==> config.mk <==
export PLATFORM = sky130hd
export DESIGN_NAME = trigger_event_buffer
export DESIGN_NICKNAME = d
export VERILOG_FILES = /design/src/rtl/trigger_event_buffer.sv
export SDC_FILE = /design/constraint.sdc
export NUM_CORES = 1
export LEC_CHECK = 0
export ABC_AREA = 1
export BUFFER_PORTS_ARGS = -buffer_cell sky130_fd_sc_hd__buf_4
export CAP_MARGIN = 0
export CORE_ASPECT_RATIO = 0.9
export CORE_MARGIN = 1
export CORE_UTILIZATION = 56
export DETAILED_ROUTE_END_ITERATION = 7
export MAX_ROUTING_LAYER = met4
export PLACE_DENSITY = 0.76
export SETUP_SLACK_MARGIN = 0.2
export SLEW_MARGIN = 20
export SYNTH_ARGS = -nofsm -noshare
export SYNTH_HDL_FRONTEND = slang
export SYNTH_SLANG_ARGS = --single-unit
==> constraint.sdc <==
create_clock -name CLK -period 6.3 [get_ports CLK]
set_input_delay 0.315 -clock CLK [delete_from_list [all_inputs] [get_ports CLK]]
set_output_delay 0.315 -clock CLK [all_outputs]
set_load 0.03 [all_outputs]
==> src/rtl/trigger_event_buffer.sv <==
// Timestamps accepted trigger edges, applies a dead time after each one, and queues
// {timestamp, TOT_SHORT, TOT_LONG} events for the readout side to pop one at a time.
module trigger_event_buffer #(
    parameter int TS_WIDTH   = 32,
    parameter int DEPTH_LOG2 = 4,
    parameter int DEADTIME   = 8
) (
    input  logic                    CLK,
    input  logic                    RESET,
    input  logic                    ENABLE,
    input  logic                    TRIGGER_IN,
    input  logic [15:0]             TOT_SHORT,
    input  logic [15:0]             TOT_LONG,
    input  logic                    RD_REQ,
    input  logic                    CLEAR_DROPPED,
    output logic [TS_WIDTH+31:0]    RD_DATA,
    output logic                    RD_VALID,
    output logic                    EMPTY,
    output logic                    FULL,
    output logic [DEPTH_LOG2:0]     COUNT,
    output logic [15:0]             DROPPED,
    output logic                    BUSY
);

    localparam int DEPTH = 1 << DEPTH_LOG2;
    localparam int DW    = TS_WIDTH + 32;
    localparam int CNT_W = $clog2(DEADTIME + 1);
    localparam logic [CNT_W-1:0]      DEAD_INIT = CNT_W'(DEADTIME - 1);
    localparam logic [DEPTH_LOG2:0]   FULL_CNT  = (DEPTH_LOG2 + 1)'(DEPTH);

    typedef enum logic [0:0] {ST_IDLE = 1'b0, ST_DEAD = 1'b1} state_t;

    state_t                 state_q, state_d;
    logic [CNT_W-1:0]       dead_q, dead_d;
    logic [TS_WIDTH-1:0]    ts_q;
    logic                   trig_q;
    logic [DW-1:0]          mem_q [DEPTH];
    logic [DEPTH_LOG2-1:0]  wr_ptr_q, rd_ptr_q;
    logic [DEPTH_LOG2:0]    count_q, count_d;
    logic                   full_q, empty_q;
    logic [15:0]            dropped_q, dropped_d;
    logic [DW-1:0]          rd_data_q;
    logic                   rd_valid_q;
    logic                   busy_q;

    logic edge_s, accept_s, wr_en_s, drop_s, rd_en_s;

    assign edge_s   = TRIGGER_IN & ~trig_q;
    assign accept_s = (state_q == ST_IDLE) & edge_s & ENABLE;
    // Full/empty are the pre-cycle flags, so a pop never makes room for a same-cycle write.
    assign wr_en_s  = accept_s & ~full_q;
    assign drop_s   = accept_s & full_q;
    assign rd_en_s  = RD_REQ & ~empty_q;

    // Dead-time FSM: counter runs down once, then waits for the trigger level to fall.
    always_comb begin
        state_d = state_q;
        dead_d  = dead_q;
        case (state_q)
            ST_IDLE: begin
                if (accept_s) begin
                    state_d = ST_DEAD;
                    dead_d  = DEAD_INIT;
                end else begin
                    state_d = ST_IDLE;
                end
            end
            ST_DEAD: begin
                if (dead_q == {CNT_W{1'b0}}) begin
                    if (!TRIGGER_IN) begin
                        state_d = ST_IDLE;
                    end else begin
                        state_d = ST_DEAD;
                    end
                end else begin
                    dead_d = dead_q - CNT_W'(1);
                end
            end
            default: begin
                state_d = ST_IDLE;
                dead_d  = {CNT_W{1'b0}};
            end
        endcase
    end

    // Occupancy and drop-counter next state.
    always_comb begin
        count_d = count_q;
        case ({wr_en_s, rd_en_s})
            2'b10:   count_d = count_q + (DEPTH_LOG2 + 1)'(1);
            2'b01:   count_d = count_q - (DEPTH_LOG2 + 1)'(1);
            default: count_d = count_q;
        endcase
        dropped_d = dropped_q;
        if (CLEAR_DROPPED) begin
            dropped_d = 16'h0000;
        end else if (drop_s && (dropped_q != 16'hFFFF)) begin
            dropped_d = dropped_q + 16'h0001;
        end else begin
            dropped_d = dropped_q;
        end
    end

    // Control, status and read-port registers.
    always_ff @(posedge CLK) begin
        if (RESET) begin
            state_q    <= ST_IDLE;
            dead_q     <= {CNT_W{1'b0}};
            ts_q       <= {TS_WIDTH{1'b0}};
            trig_q     <= 1'b0;
            wr_ptr_q   <= {DEPTH_LOG2{1'b0}};
            rd_ptr_q   <= {DEPTH_LOG2{1'b0}};
            count_q    <= {(DEPTH_LOG2 + 1){1'b0}};
            full_q     <= 1'b0;
            empty_q    <= 1'b1;
            dropped_q  <= 16'h0000;
            rd_data_q  <= {DW{1'b0}};
            rd_valid_q <= 1'b0;
            busy_q     <= 1'b0;
        end else begin
            state_q    <= state_d;
            dead_q     <= dead_d;
            ts_q       <= ts_q + TS_WIDTH'(1);
            trig_q     <= TRIGGER_IN;
            count_q    <= count_d;
            full_q     <= (count_d == FULL_CNT);
            empty_q    <= (count_d == {(DEPTH_LOG2 + 1){1'b0}});
            dropped_q  <= dropped_d;
            rd_valid_q <= rd_en_s;
            busy_q     <= (state_d == ST_DEAD);
            if (wr_en_s) begin
                wr_ptr_q <= wr_ptr_q + DEPTH_LOG2'(1);
            end
            if (rd_en_s) begin
                rd_ptr_q  <= rd_ptr_q + DEPTH_LOG2'(1);
                rd_data_q <= mem_q[rd_ptr_q];
            end
        end
    end

    // Event storage; contents are don't-care after reset since the pointers restart.
    always_ff @(posedge CLK) begin
        if (wr_en_s && !RESET) begin
            mem_q[wr_ptr_q] <= {ts_q, TOT_SHORT, TOT_LONG};
        end
    end

    assign RD_DATA  = rd_data_q;
    assign RD_VALID = rd_valid_q;
    assign EMPTY    = empty_q;
    assign FULL     = full_q;
    assign COUNT    = count_q;
    assign DROPPED  = dropped_q;
    assign BUSY     = busy_q;

endmodule

==> run_results.csv <==
group,metric,value,unit
outcome,run_status,"complete, no violations",
logic_synthesis,mappedNetlistArea,46970,um2
worst_setup_path,ff2ff_setup_slack,2.61,ns
min_path,min-delay-path-class,"in2reg",
clock_tree,clock_tree.buffer_depth,3,
sta,max_slew_margin,13.58,%
logic_synthesis,postSynthAreaPerCell,11.37,um2
drt,detail_route.iter0.violations,4051,
worst_setup_path,worstRegToRegCells,11,
sta,hold_violations,0,
power_and_ir_drop,pwr_density_cell,342.9,nW/um2
clock_tree,cts_root_buf,"sky130_fd_sc_hd__clkbuf_16",
logic_synthesis,postSynthCellCount,4131,
worst_setup_path,critical_path.endpoint_type,"flop",
sta,report.final.setup_viol,0,
worst_setup_path,crit_required,6.91,ns
power_and_ir_drop,power.share.combinational,14.8,%
logic_synthesis,synth_largest_type_area_fraction,65.46,%
logic_synthesis,synth.yosys.seq_area_share,71.18,%
worst_setup_path,timing.critical_path.fanout_max,227,
global_route,busiest_layer,"met2",
final_layout,num-nets-final,4262,
min_path,whs_endpoint,"dead_q[2]$_SDFFE_PP0P_",
global_route,grt_pass1_wl,175500,um
clock_tree,cts_max_level,3,
power_and_ir_drop,cellLeakagePower,19.30,nW
logic_synthesis,syn_nets,4181,
global_route,grt-ovfl-total,0,
worst_setup_path,arrival,4.30,ns
sta,tightestPinTransition,1.296,ns
worst_setup_path,reg2reg_from,"rd_ptr_q[0]$_SDFFE_PP0P_",
global_route,gr-usage-met3,3.673,%
sta,rsz0062_at_grt,"false",
sta,period_minus_slack,3.693,ns
clock_tree,number_of_sinks_driven_by_the_clock_tree,1158,
logic_synthesis,yosysTopAreaCell,"sky130_fd_sc_hd__edfxtp_1",
drt,routed_vias,31690,
logic_synthesis,ys_ff_latch,1158,
floorplan,die_area,85040,um2
power_and_ir_drop,worst_ir_drop_vdd,0.2529,mV
clock_tree,cts_buffers,113,
power_and_ir_drop,sw_frac_of_total,26.57,%
place,place_congestion,0.8789,
logic_synthesis,synth.yosys.warnings,0,
drt,antenna_violating_nets_post_route,0,
global_route,antenna_found_initial,0,
place,port_buffers,126,
drt,total_routed_length,114900,um
drt,routed_wire_length_per_instance,21.16,um
sta,fin_skew,0.01974,ns
clock_tree,tritoncts,"done",
power_and_ir_drop,cell_internal_power_dissipation,0.01323,W
floorplan,fp_rows,100,
floorplan,design.core.area,82830,um2
global_route,maximum_number_of_pins_on_one_net_before_global_route_repair,273,
power_and_ir_drop,share_seq_of_total_power,47.6,%
sta,fmaxAchievable,0.2708,GHz
global_route,number_of_global_route_vias_before_repair,30120,
sta,timing.setup.tns,0,ns
final_layout,postLayoutCellArea,52550,um2
drt,detail_route.first_pass.iterations,6,
drt,vias_per_cell,5.836,
place,dpl-instance-area,48400,um2
floorplan,floorplan.initialDensity,56.71,%
logic_synthesis,netlist_top_cells_area,"sky130_fd_sc_hd__edfxtp_1, sky130_fd_sc_hd__nand2_1, sky130_fd_sc_hd__nand3_1",
floorplan,ios,127,
min_path,hold-path-cell-count,3,
clock_tree,clkSlewWorstSetupHoldPaths,0.06,ns
final_layout,antenna-diode-count,0,
drt,drt_drc_violations_left,0,
power_and_ir_drop,clock_power_share,37.6,%
sta,timing.final.max_slew_violations,0,
place,dp_hpwl,54790,um
logic_synthesis,synth.lib_cells_used.distinct,41,
final_layout,post_route_cells_drive_above_1_share,8.798,%
final_layout,area.growth.synth_to_final,11.87,%
global_route,groute.usage.overall,27.72,%
min_path,min-delay-start,"ENABLE",
clock_tree,skew_pair_late_insertion_delay,0.67,ns
worst_setup_path,critical_path.startpoint_type,"flop",
sta,timing.final.crit_share,58.61,%
job,max_cap_violations,0,
worst_setup_path,crit-reg2reg-capture,"RD_DATA[26]$_SDFFE_PP0P_",
global_route,grtUsageMet1,38.73,%
floorplan,overall_die_width,307.3,um
power_and_ir_drop,switchingPower,0.004787,W
global_route,met2_track_demand_over_resource_in_global_routing,42.95,%
sta,hold_ws,0.06017,ns
final_layout,fill_cells,6219,
worst_setup_path,timing_worst_setup_path_type,"reg2reg",
floorplan,fp.dieH,276.8,um
==> power by group through the flow <==
| stage | registers, W | clock network [W] | logic (W) |
|---|---|---|---|
| floorplan | 0.00887 | 0 | 0.00183 |
| global placement | 0.00874 | 0 | 0.00253 |
| detailed placement | 0.00874 | 0 | 0.00259 |
| CTS | 0.00858 | 0.00683 | 0.00263 |
| global route | 0.00859 | 0.00713 | 0.00293 |
| finish | 0.00858 | 0.00678 | 0.00266 |
==> metrics by stage <==
| step | utilization, % | setup slack [ns] | cells | total power, W |
|---|---|---|---|---|
| after floorplan | - | 0.1867 | 4131 | 0.01070 |
| after global placement | 58.43 | 2.884 | 5184 | 0.01127 |
| after detailed placement | 58.43 | 2.728 | 5184 | 0.01133 |
| after CTS | 63.37 | 2.731 | 5428 | 0.01804 |
| after global routing | 63.44 | 2.326 | 5430 | 0.01865 |
| final | 63.44 | 2.607 | 5430 | 0.01802 |
==> per-layer routing <==
layer  vias up  share of wire [%]
met1     15170                 40
met4         0                2.7
met2      1710                 47
li1      14540                  -
met3       260                9.9
met5         -                  0
==> repair_timing <==
| item | in CTS | in global routing |
|---|---|---|
| hold buffers | 33 | 0 |
| setup buffers | 0 | 0 |
| hold endpoints to repair | 514 | 0 |
| gates resized for setup | 0 | 0 |
==> cell type report <==
cell class	instances	area, um2	share of cell area, %
Sequential cell	1158	33450	63.65
Multi-Input combinational cell	2592	11640	22.16
Clock buffer	169	3304	6.289
Timing Repair Buffer	205	1724	3.281
Tap cell	1122	1404	2.672
Inverter	142	564.3	1.074
Clock inverter	42	460.4	0.8763
==> flip-flops by register name (all words and copies together) (netlist names) <==
| signal | count |
|---|---|
| COUNT | 5 |
| wr_ptr_q | 4 |
| DROPPED | 16 |
| ts_q | 32 |
| EMPTY | 1 |
| rd_ptr_q | 4 |
| BUSY | 1 |
| FULL | 1 |
| RD_DATA | 64 |
| dead_q | 4 |
| trig_q | 1 |
| RD_VALID | 1 |
| mem_q | 1024 |
==> cell usage after synthesis <==
| cell type | n |
|---|---|
| sky130_fd_sc_hd__buf_4 | 26 |
| sky130_fd_sc_hd__a21oi_1 | 44 |
| sky130_fd_sc_hd__inv_8 | 1 |
| sky130_fd_sc_hd__buf_2 | 110 |
| sky130_fd_sc_hd__inv_2 | 3 |
| sky130_fd_sc_hd__ha_1 | 12 |
| sky130_fd_sc_hd__inv_1 | 137 |
| sky130_fd_sc_hd__clkbuf_1 | 41 |
| sky130_fd_sc_hd__a31oi_1 | 4 |
| sky130_fd_sc_hd__xor2_1 | 5 |
| sky130_fd_sc_hd__buf_8 | 1 |
| sky130_fd_sc_hd__a21boi_0 | 16 |
| sky130_fd_sc_hd__buf_1 | 18 |
| sky130_fd_sc_hd__or2_0 | 2 |
| sky130_fd_sc_hd__nand3_1 | 821 |
| sky130_fd_sc_hd__a221oi_1 | 1 |
| sky130_fd_sc_hd__dfxtp_1 | 134 |
| sky130_fd_sc_hd__o21a_1 | 4 |
| sky130_fd_sc_hd__nand3b_1 | 6 |
| sky130_fd_sc_hd__nor3_2 | 1 |
| sky130_fd_sc_hd__nand2_1 | 1418 |
| sky130_fd_sc_hd__nor3_4 | 1 |
| sky130_fd_sc_hd__nand4_1 | 12 |
| sky130_fd_sc_hd__buf_6 | 43 |
| sky130_fd_sc_hd__nor3_1 | 29 |
| sky130_fd_sc_hd__nor3b_1 | 3 |
| sky130_fd_sc_hd__nor2_1 | 97 |
| sky130_fd_sc_hd__nand2_2 | 2 |
| sky130_fd_sc_hd__o21ai_1 | 1 |
| sky130_fd_sc_hd__o21ai_0 | 25 |
| sky130_fd_sc_hd__edfxtp_1 | 1024 |
| sky130_fd_sc_hd__a211oi_1 | 1 |
| sky130_fd_sc_hd__xnor2_1 | 3 |
| sky130_fd_sc_hd__nor2_2 | 3 |
| sky130_fd_sc_hd__o21bai_1 | 1 |
| sky130_fd_sc_hd__o31ai_1 | 1 |
| sky130_fd_sc_hd__nor2_4 | 3 |
| sky130_fd_sc_hd__nor4_1 | 3 |
| sky130_fd_sc_hd__inv_4 | 1 |
| sky130_fd_sc_hd__o211ai_1 | 72 |
| sky130_fd_sc_hd__or2_2 | 1 |
==> worst max-delay path: stages, from the launching register on <==
cell	delay [ns]
sky130_fd_sc_hd__dfxtp_4	0.78
sky130_fd_sc_hd__buf_12	0.60
sky130_fd_sc_hd__buf_12	0.41
sky130_fd_sc_hd__buf_16	0.47
sky130_fd_sc_hd__nand2_1	0.11
sky130_fd_sc_hd__nand3_1	0.11
sky130_fd_sc_hd__nand3_1	0.11
sky130_fd_sc_hd__nand2_1	0.13
sky130_fd_sc_hd__nand2_1	0.05
sky130_fd_sc_hd__nand3_1	0.12
sky130_fd_sc_hd__o211ai_1	0.12
sky130_fd_sc_hd__inv_1	0.10
==> cell usage in the layout, fill, tap and decap left out, drive strengths merged, types with 26 or more instances in the layout <==
cell / netlist / routed
buf: 198 / 172
nand2: 1420 / 1420
a21oi: 44 / 44
dfxtp: 134 / 134
dlygate4sd3: 0 / 33
nand3: 821 / 821
clkinv: 0 / 32
inv: 142 / 141
nor2: 103 / 103
nor3: 31 / 31
clkbuf: 41 / 169
o211ai: 72 / 72
o21ai: 26 / 26
edfxtp: 1024 / 1024
==> worst max path at each step <==
stage	startpoint	end	cells after the start
2_1_floorplan	BUSY$_SDFF_PP0_	mem_q[12][0]$_DFFE_PP_	7
3_3_place_gp	rd_ptr_q[0]$_SDFFE_PP0P_	RD_DATA[32]$_SDFFE_PP0P_	10
3_5_place_dp	rd_ptr_q[0]$_SDFFE_PP0P_	RD_DATA[23]$_SDFFE_PP0P_	10
4_1_cts	rd_ptr_q[0]$_SDFFE_PP0P_	RD_DATA[23]$_SDFFE_PP0P_	10
5_1_grt	rd_ptr_q[0]$_SDFFE_PP0P_	RD_DATA[26]$_SDFFE_PP0P_	11
6_report	rd_ptr_q[0]$_SDFFE_PP0P_	RD_DATA[26]$_SDFFE_PP0P_	11
==> cell families after synthesis <==
group                    synth area share, %
buffers and inverters                  4.278
XOR/XNOR                              0.1492
flip-flops                             71.18
AO/OA/AOI/OAI                          2.336
adder cells (fa/ha/maj)               0.3196
AND/OR/NAND/NOR                        21.74
Power figures use the tool's default switching activity.
